[config.mk]
export PLATFORM = sky130hd
export DESIGN_NAME = cdb_arbiter_flat
export DESIGN_NICKNAME = d
export VERILOG_FILES = /design/src/rtl/cdb_arbiter_if.sv /design/src/rtl/cdb_arbiter.sv /design/src/flat_wrapper.sv
export SDC_FILE = /design/constraint.sdc
export NUM_CORES = 1
export LEC_CHECK = 0
export ABC_AREA = 1
export CAP_MARGIN = 5
export CORE_MARGIN = 1.5
export CORE_UTILIZATION = 50
export CTS_BUF_LIST = sky130_fd_sc_hd__clkbuf_2 sky130_fd_sc_hd__clkbuf_4 sky130_fd_sc_hd__clkbuf_8
export DETAILED_ROUTE_END_ITERATION = 16
export PLACE_DENSITY = 0.78
export SYNTH_ARGS = -nofsm -noshare
export SYNTH_HDL_FRONTEND = slang
export SYNTH_SLANG_ARGS = --single-unit
export TNS_END_PERCENT = 20
[constraint.sdc]
create_clock -name clk -period 4.7 [get_ports clk]
set_input_delay 1.175 -clock clk [delete_from_list [all_inputs] [get_ports clk]]
set_output_delay 1.175 -clock clk [all_outputs]
set_load 0.1 [all_outputs]
[src/rtl/cdb_arbiter_if.sv]
// Bundles the functional-unit result inputs and the common-data-bus
// broadcast outputs. The "master" side is the set of FUs plus the bus
// consumers; the "slave" side is the arbiter itself.
interface cdb_arbiter_if #(
  parameter int NUM_FU = 5,
  parameter int DW     = 32,
  parameter int TW     = 8
);
  logic [NUM_FU-1:0]    fu_finish;
  logic [NUM_FU*DW-1:0] fu_data;
  logic [NUM_FU*TW-1:0] fu_tag;
  logic [NUM_FU*DW-1:0] fu_pc;
  logic [NUM_FU-1:0]    fu_hold;
  logic                 cdb_valid;
  logic [TW-1:0]        cdb_rs_num;
  logic [DW-1:0]        cdb_data;
  logic [DW-1:0]        cdb_pc;
  logic [NUM_FU-1:0]    cdb_grant;
  logic                 overflow_err;

  modport master (
    output fu_finish, fu_data, fu_tag, fu_pc,
    input  fu_hold, cdb_valid, cdb_rs_num, cdb_data, cdb_pc, cdb_grant, overflow_err
  );

  modport slave (
    input  fu_finish, fu_data, fu_tag, fu_pc,
    output fu_hold, cdb_valid, cdb_rs_num, cdb_data, cdb_pc, cdb_grant, overflow_err
  );
endinterface

[src/rtl/cdb_arbiter.sv]
// Common-data-bus arbiter: one result slot per functional unit, fixed
// priority (index 0 highest) with promotion of slots that have waited
// STARVE_LIMIT cycles. Grant and broadcast are combinational from the
// registered slots, so a result lands on the bus one cycle after capture.
module cdb_arbiter #(
  parameter int NUM_FU       = 5,
  parameter int DW           = 32,
  parameter int TW           = 8,
  parameter int STARVE_LIMIT = 8
) (
  input  logic           clk,
  input  logic           rst,
  cdb_arbiter_if.slave   bus
);

  // A limit above 15 can never be reached by the 4-bit counter; clamp it to
  // 16 so the compare below simply never fires in that case.
  localparam int             LIM_SAT = (STARVE_LIMIT > 16) ? 16 : STARVE_LIMIT;
  localparam logic [4:0]     LIMIT   = 5'(LIM_SAT);
  localparam logic [NUM_FU-1:0] ONE  = NUM_FU'(1);

  logic [NUM_FU-1:0] r_valid;
  logic [DW-1:0]     r_data [NUM_FU];
  logic [TW-1:0]     r_tag  [NUM_FU];
  logic [DW-1:0]     r_pc   [NUM_FU];
  logic [3:0]        r_wait [NUM_FU];
  logic              r_ovf;

  logic [NUM_FU-1:0] w_starved;
  logic [NUM_FU-1:0] w_pick;
  logic [NUM_FU-1:0] w_grant;
  logic [NUM_FU-1:0] w_drop;
  logic [DW-1:0]     w_data;
  logic [TW-1:0]     w_tag;
  logic [DW-1:0]     w_pc;

  // Flag valid slots whose wait counter has reached the promotion limit.
  always_comb begin
    w_starved = '0;
    for (int i = 0; i < NUM_FU; i++) begin
      w_starved[i] = r_valid[i] && ({1'b0, r_wait[i]} >= LIMIT);
    end
  end

  // Starved slots take precedence over plain valid ones; within the chosen
  // set the lowest index wins (isolate the least-significant set bit).
  always_comb begin
    w_pick  = (|w_starved) ? w_starved : r_valid;
    w_grant = w_pick & (~w_pick + ONE);
  end

  // Broadcast mux: OR of the one-hot selected slot, zero when idle.
  always_comb begin
    w_data = '0;
    w_tag  = '0;
    w_pc   = '0;
    for (int i = 0; i < NUM_FU; i++) begin
      if (w_grant[i]) begin
        w_data = w_data | r_data[i];
        w_tag  = w_tag  | r_tag[i];
        w_pc   = w_pc   | r_pc[i];
      end
    end
  end

  // A finish pulse into an occupied, non-granted slot is a protocol error.
  assign w_drop = bus.fu_finish & r_valid & ~w_grant;

  assign bus.cdb_valid    = |w_grant;
  assign bus.cdb_grant    = w_grant;
  assign bus.cdb_rs_num   = w_tag;
  assign bus.cdb_data     = w_data;
  assign bus.cdb_pc       = w_pc;
  assign bus.fu_hold      = r_valid & ~w_grant;
  assign bus.overflow_err = r_ovf;

  // Slot capture / release / aging and the sticky overflow flag.
  always_ff @(posedge clk) begin
    if (!rst) begin
      r_valid <= '0;
      r_ovf   <= 1'b0;
      for (int i = 0; i < NUM_FU; i++) begin
        r_data[i] <= '0;
        r_tag[i]  <= '0;
        r_pc[i]   <= '0;
        r_wait[i] <= '0;
      end
    end else begin
      for (int i = 0; i < NUM_FU; i++) begin
        if (bus.fu_finish[i] && (!r_valid[i] || w_grant[i])) begin
          r_valid[i] <= 1'b1;
          r_data[i]  <= bus.fu_data[i*DW +: DW];
          r_tag[i]   <= bus.fu_tag[i*TW +: TW];
          r_pc[i]    <= bus.fu_pc[i*DW +: DW];
          r_wait[i]  <= '0;
        end else if (w_grant[i]) begin
          r_valid[i] <= 1'b0;
          r_wait[i]  <= '0;
        end else if (r_valid[i] && (r_wait[i] != 4'hF)) begin
          r_wait[i]  <= r_wait[i] + 4'd1;
        end
      end
      if (|w_drop) begin
        r_ovf <= 1'b1;
      end
    end
  end

endmodule

[src/flat_wrapper.sv]
// flat-port wrapper written by rule: the top's interface ports become plain ports
module cdb_arbiter_flat 
#(
  parameter int NUM_FU       = 5,
  parameter int DW           = 32,
  parameter int TW           = 8,
  parameter int STARVE_LIMIT = 8
)
  (clk, rst, bus_fu_finish, bus_fu_data, bus_fu_tag, bus_fu_pc, bus_fu_hold, bus_cdb_valid, bus_cdb_rs_num, bus_cdb_data, bus_cdb_pc, bus_cdb_grant, bus_overflow_err);
  cdb_arbiter_if #(.NUM_FU(NUM_FU), .DW(DW), .TW(TW)) bus_i ();
  input  logic clk;
  input  logic rst;
  input wire logic [$bits(bus_i.fu_finish)-1:0] bus_fu_finish;
  input wire logic [$bits(bus_i.fu_data)-1:0] bus_fu_data;
  input wire logic [$bits(bus_i.fu_tag)-1:0] bus_fu_tag;
  input wire logic [$bits(bus_i.fu_pc)-1:0] bus_fu_pc;
  output wire logic [$bits(bus_i.fu_hold)-1:0] bus_fu_hold;
  output wire logic [$bits(bus_i.cdb_valid)-1:0] bus_cdb_valid;
  output wire logic [$bits(bus_i.cdb_rs_num)-1:0] bus_cdb_rs_num;
  output wire logic [$bits(bus_i.cdb_data)-1:0] bus_cdb_data;
  output wire logic [$bits(bus_i.cdb_pc)-1:0] bus_cdb_pc;
  output wire logic [$bits(bus_i.cdb_grant)-1:0] bus_cdb_grant;
  output wire logic [$bits(bus_i.overflow_err)-1:0] bus_overflow_err;
  assign bus_i.fu_finish = bus_fu_finish;
  assign bus_i.fu_data = bus_fu_data;
  assign bus_i.fu_tag = bus_fu_tag;
  assign bus_i.fu_pc = bus_fu_pc;
  assign bus_fu_hold = bus_i.fu_hold;
  assign bus_cdb_valid = bus_i.cdb_valid;
  assign bus_cdb_rs_num = bus_i.cdb_rs_num;
  assign bus_cdb_data = bus_i.cdb_data;
  assign bus_cdb_pc = bus_i.cdb_pc;
  assign bus_cdb_grant = bus_i.cdb_grant;
  assign bus_overflow_err = bus_i.overflow_err;
  cdb_arbiter #(.NUM_FU(NUM_FU), .DW(DW), .TW(TW), .STARVE_LIMIT(STARVE_LIMIT)) u_core (.clk(clk), .rst(rst), .bus(bus_i));
endmodule
# Word-level counts from Yosys, hierarchy flattened

Memories as Yosys holds them, arrays and structs flattened.
Index checks and enable logic that the tools add are counted.

Output and inout port bits: 84
Input bits: 367
Word-level logic and storage cells: 224
Memories: 4
Memory bits (writable): 380
Register bits after elaboration: 6

Order comparisons: 5
Add/subtract/negate cells: 6
Equality and inequality tests: 5
Bitwise gates (word level): 48
Mux-type cells: 117
Reductions and logical operators: 33

Memories:

| name          | depth | bits a word | rd ports | clocked after Yosys merged registers in | wr ports | RTL line          | text |
|---|---|---|---|---|---|---|---|
| u_core.r_data | 5     | 32          | 5        | 0                                       | 5        | cdb_arbiter.sv:23 | `logic [DW-1:0] r_data [NUM_FU];` |
| u_core.r_pc   | 5     | 32          | 5        | 0                                       | 5        | cdb_arbiter.sv:25 | `logic [DW-1:0] r_pc [NUM_FU];` |
| u_core.r_tag  | 5     | 8           | 5        | 0                                       | 5        | cdb_arbiter.sv:24 | `logic [TW-1:0] r_tag [NUM_FU];` |
| u_core.r_wait | 5     | 4           | 5        | 0                                       | 5        | cdb_arbiter.sv:26 | `logic [3:0] r_wait [NUM_FU];` |

Operator list:

| kind                                                     | number |
|---|---|
| 2-to-1 mux 32 bit                                        | 20 |
| bitwise OR 32 bit                                        | 8 |
| 2-to-1 mux 8 bit                                         | 10 |
| 2-to-1 mux 1 bit                                         | 71 |
| 2-to-1 mux 4 bit                                         | 15 |
| bitwise OR 8 bit                                         | 4 |
| bitwise OR 1 bit                                         | 30 |
| adder 4 x 1 -> 4 bit, second input constant              | 5 |
| bitwise AND 5 bit                                        | 4 |
| greater-or-equal comparator 4 bit, second input constant | 5 |
| != test 4 bit, second input constant                     | 5 |
| logical AND 1 bit                                        | 15 |
| OR reduction 5 bit                                       | 3 |
| NOT 5 bit                                                | 2 |
| nonzero test 2 bit                                       | 5 |
| adder 5 x 1 -> 5 bit, second input constant              | 1 |
| logical NOT 1 bit                                        | 5 |
| logical OR 1 bit                                         | 5 |
| 2-to-1 mux 5 bit                                         | 1 |

# Logic depth before layout (Yosys ltp)

Gate-level depths: netlist of the first run.

Depth in word-level cells: 16
Mapped depth: 14
Gate-level depth less buffers: 13

# Worst setup path after synthesis of the first run

Ideal clock, no wire load.

Path type: register to output
Start: memory u_core.r_wait[1][3]
End: output port bus_cdb_data[22]
Data required time: 3525 ps
Path slack: 394 ps
Arrival: 3131 ps
Cell stages (with the launch flop): 12
Path buffers: 2
Path through: edfxtp_1 > nand2_1 > nand2_1 > nor2_4 > nand3_1 > nand2_1 > clkbuf_1 > clkbuf_1 > nand2_1 > nand3_1 > a21oi_1 > nand2_1

RTL lines:

| element            | RTL line           | text |
|---|---|---|
| start: declaration | cdb_arbiter.sv:26  |  |
| end: declaration   | flat_wrapper.sv:20 | `output wire logic [$bits(bus_i.cdb_data)-1:0] bus_cdb_data;` |

==> impl_metrics.env, run 1 <==
export IMPL_outcome="finished clean"
export IMPL_clock_skew_ps=31.7
export IMPL_netlist_instances=1847
export IMPL_worst_r2r_cell_count=14
export IMPL_p_leak_nw=12.1
export IMPL_layout_drive_gt1_share=0.111
export IMPL_ys_seq_area_frac=0.657
export IMPL_cts_setup_buffers=0
export IMPL_yosys_top_cells_count="765 x nand2_1, 380 x edfxtp_1, 357 x inv_1, 89 x nand3_1, 74 x a21oi_1"
export IMPL_grt_pass1_wl_um=75800
export IMPL_synthesis_area_mm2=0.0176
export IMPL_num_vias=13934
export IMPL_r2r_start="u_core.r_wait[0][3]$_SDFFCE_PN0P_"
export IMPL_fp_coreArea_mm2=0.0345
export IMPL_dieWidth_um=190
export IMPL_nFillCells=2497
export IMPL_vdd_drop_max_mv=0.435
export IMPL_synthesis_nets=2224
export IMPL_fin_tns_setup_ps=0
export IMPL_numClockSinks=386
export IMPL_drv_cap=0
export IMPL_drt_pass1_iterations=6
export IMPL_min_path_type="flop to flop"
export IMPL_synth_edf_count=380
export IMPL_num_io_pins=451
export IMPL_path_clk_slew_ps=60
export IMPL_yosys_cell_count_top_type="nand2_1"
export IMPL_antenna_found_initial=14
export IMPL_antenna_left=0
export IMPL_nets=2691
export IMPL_grt_setup_unrepaired="no"
export IMPL_post_dp_cell_area_mm2=0.0233
export IMPL_crit_type="flop to output port"
export IMPL_cts_buffer_depth=3
export IMPL_p_per_area_mw_per_mm2=519
export IMPL_ys_flop_type="edfxtp_1"
export IMPL_drt_iter0_drc=952
export IMPL_fin_area_mm2=0.0246
export IMPL_htreeDepth=3
export IMPL_hold_violations=0
export IMPL_final_min_clock_period_ps=4330
export IMPL_grt_overflow=0
export IMPL_numCtsBuffers=66
export IMPL_clock_latency_ps=590
export IMPL_synth_distinct_cells=26
export IMPL_async_flop_share=0
export IMPL_grt_pass1_vias=14441
export IMPL_slew_limit_headroom=0.212
export IMPL_grt_max_degree=139
export IMPL_wl_um=50500
export IMPL_endpoint="bus_cdb_pc[28]"
export IMPL_area_growth_pct=40.2
export IMPL_synth_top_area_share=0.650
export IMPL_num_rows=68
export IMPL_fin_cells=2832
export IMPL_postCtsHoldBufs=0
export IMPL_die_area_mm2=0.0363
export IMPL_startpoint="u_core.r_wait[0][3]$_SDFFCE_PN0P_"
export IMPL_dieHeight_um=190
export IMPL_tightest_slew_ps=1180
export IMPL_cts_resized=0
export IMPL_fmax_mhz=231
export IMPL_vias_per_cell=4.92
export IMPL_r2r_end="u_core.r_pc[0][85]$_SDFFCE_PP0P_"
export IMPL_syn_avg_cell_area_um2=9.51
export IMPL_dpl_cell_count=2701
export IMPL_crit_fanout=48
export IMPL_setup_viol=0
export IMPL_finalPower_mw=12.8
export IMPL_synth_seq_cells=386
export IMPL_reg2reg_slack_ps=1420
export IMPL_finalMaxSlewViolations=0
export IMPL_yosys_warnings=0
export IMPL_ys_top_cells_by_area="edfxtp_1 65%, nand2_1 16%, inv_1 7.6%"
export IMPL_start_kind="flop"
export IMPL_routedWlPerCell_um=17.8
export IMPL_setup_worst_path_end_class="output port"
export IMPL_io_buffers=450
export IMPL_gp_congestion=0.941
export IMPL_drc=0
export IMPL_cts_root_buf="clkbuf_8"
export IMPL_critPathRequiredTime_ps=3520
export IMPL_initial_core_util=0.508
export IMPL_dpl_hpwl_um=34600
export IMPL_crit_arrival_ps=3160
export IMPL_holdWs_ps=565
export IMPL_grtUsageTotal=0.276
export IMPL_tritoncts="done"
export IMPL_yosysTopAreaCell="edfxtp_1"
export IMPL_min_period_over_period=0.921
## kinds of logic after synthesis
kind of cell | after synthesis | synth area share
buf+inv | 470 | 0.108
fa+ha+maj | 10 | 0.00713
simple gates | 892 | 0.201
compound gates | 80 | 0.0233
flops | 386 | 0.657
xor+xnor | 9 | 0.00449
## per-layer routing
metal | wire, µm | vias up | global-route usage
met5 | 11 | - | 0
met1 | 18400 | 6461 | 0.320
li1 | - | 6651 | -
met4 | 2170 | 2 | 0.141
met3 | 4880 | 116 | 0.0639
met2 | 25100 | 704 | 0.479
## per-stage QoR
step           utilization  setup WS, ps
2_1_floorplan            -           394
3_3_place_gp         0.675          1050
3_5_place_dp         0.675           951
4_1_cts              0.712           332
5_1_grt              0.713           148
6_report             0.713           370
## placed cells by master, fill, tap and decap left out, drive strengths merged
cell             n
diode           13
nor2            26
clkdlybuf4s50  367
dfxtp            6
xnor2            4
o21ai            3
inv            395
xor2             5
nor3b            1
nand4            6
buf            110
nand3           92
ha              10
o21bai           1
clkinvlp         1
clkinv          21
nand2          767
clkbuf          93
o211ai           1
a21oi           75
edfxtp         380
## how the worst min path moves through the flow
stage,startpoint,to,slack (ps),cells past startpoint
final,u_core.r_valid[3]$_SDFFE_PN0P_,u_core.r_valid[3]$_SDFFE_PN0P_,560,2
after global routing,u_core.r_valid[4]$_SDFFE_PN0P_,u_core.r_valid[4]$_SDFFE_PN0P_,600,2
after CTS,u_core.r_valid[3]$_SDFFE_PN0P_,u_core.r_valid[3]$_SDFFE_PN0P_,560,2
after detailed placement,u_core.r_valid[3]$_SDFFE_PN0P_,u_core.r_valid[3]$_SDFFE_PN0P_,560,2
after global placement,u_core.r_valid[3]$_SDFFE_PN0P_,u_core.r_valid[3]$_SDFFE_PN0P_,550,2
after floorplan,u_core.r_valid[3]$_SDFFE_PN0P_,u_core.r_valid[3]$_SDFFE_PN0P_,500,2
## worst max-delay path, cell delays in order, from the launching register on
cell      delay, ps
edfxtp_1        380
nand2_1         120
nand2_1         120
nor2_4           60
nand3_1         110
nand2_4         310
nor2_1          290
nand3_2         150
inv_2           230
buf_12          290
nand2_1         110
nand2_1         140
buf_12          190
## state kept, by name (all words and copies together) (netlist names)
signal and flops:
u_core.bus.overflow_err 1, u_core.r_data 160, u_core.r_pc 160, u_core.r_tag 40, u_core.r_valid 5, u_core.r_wait 20
## final cells by class
class	instances	area (µm²)	share of cell area
clock buffers	93	1140	0.0464
inverters	392	1470	0.0598
flip-flops and latches	386	11500	0.468
multi-input cells	991	4180	0.170
diodes	13	32.5	0.00132
well taps	455	569	0.0231
repair buffers	477	5550	0.225
clock inverters	25	144	0.00584
## power breakdown
group          internal, mW  switching, mW  total, mW
logic                  1.72           3.58       5.30
registers              4.38          0.161       4.54
clock network          1.58           1.35       2.93
total                  7.68           5.09       12.8
No activity file was read; power rests on OpenSTA's default activity.
==> run 2, diff against run 1 <==
- SKIP_CTS_REPAIR_TIMING: default -> 1
==> results of run 2 <==
Same layout as run 1: the final DEF is identical, and so are final timing and power.
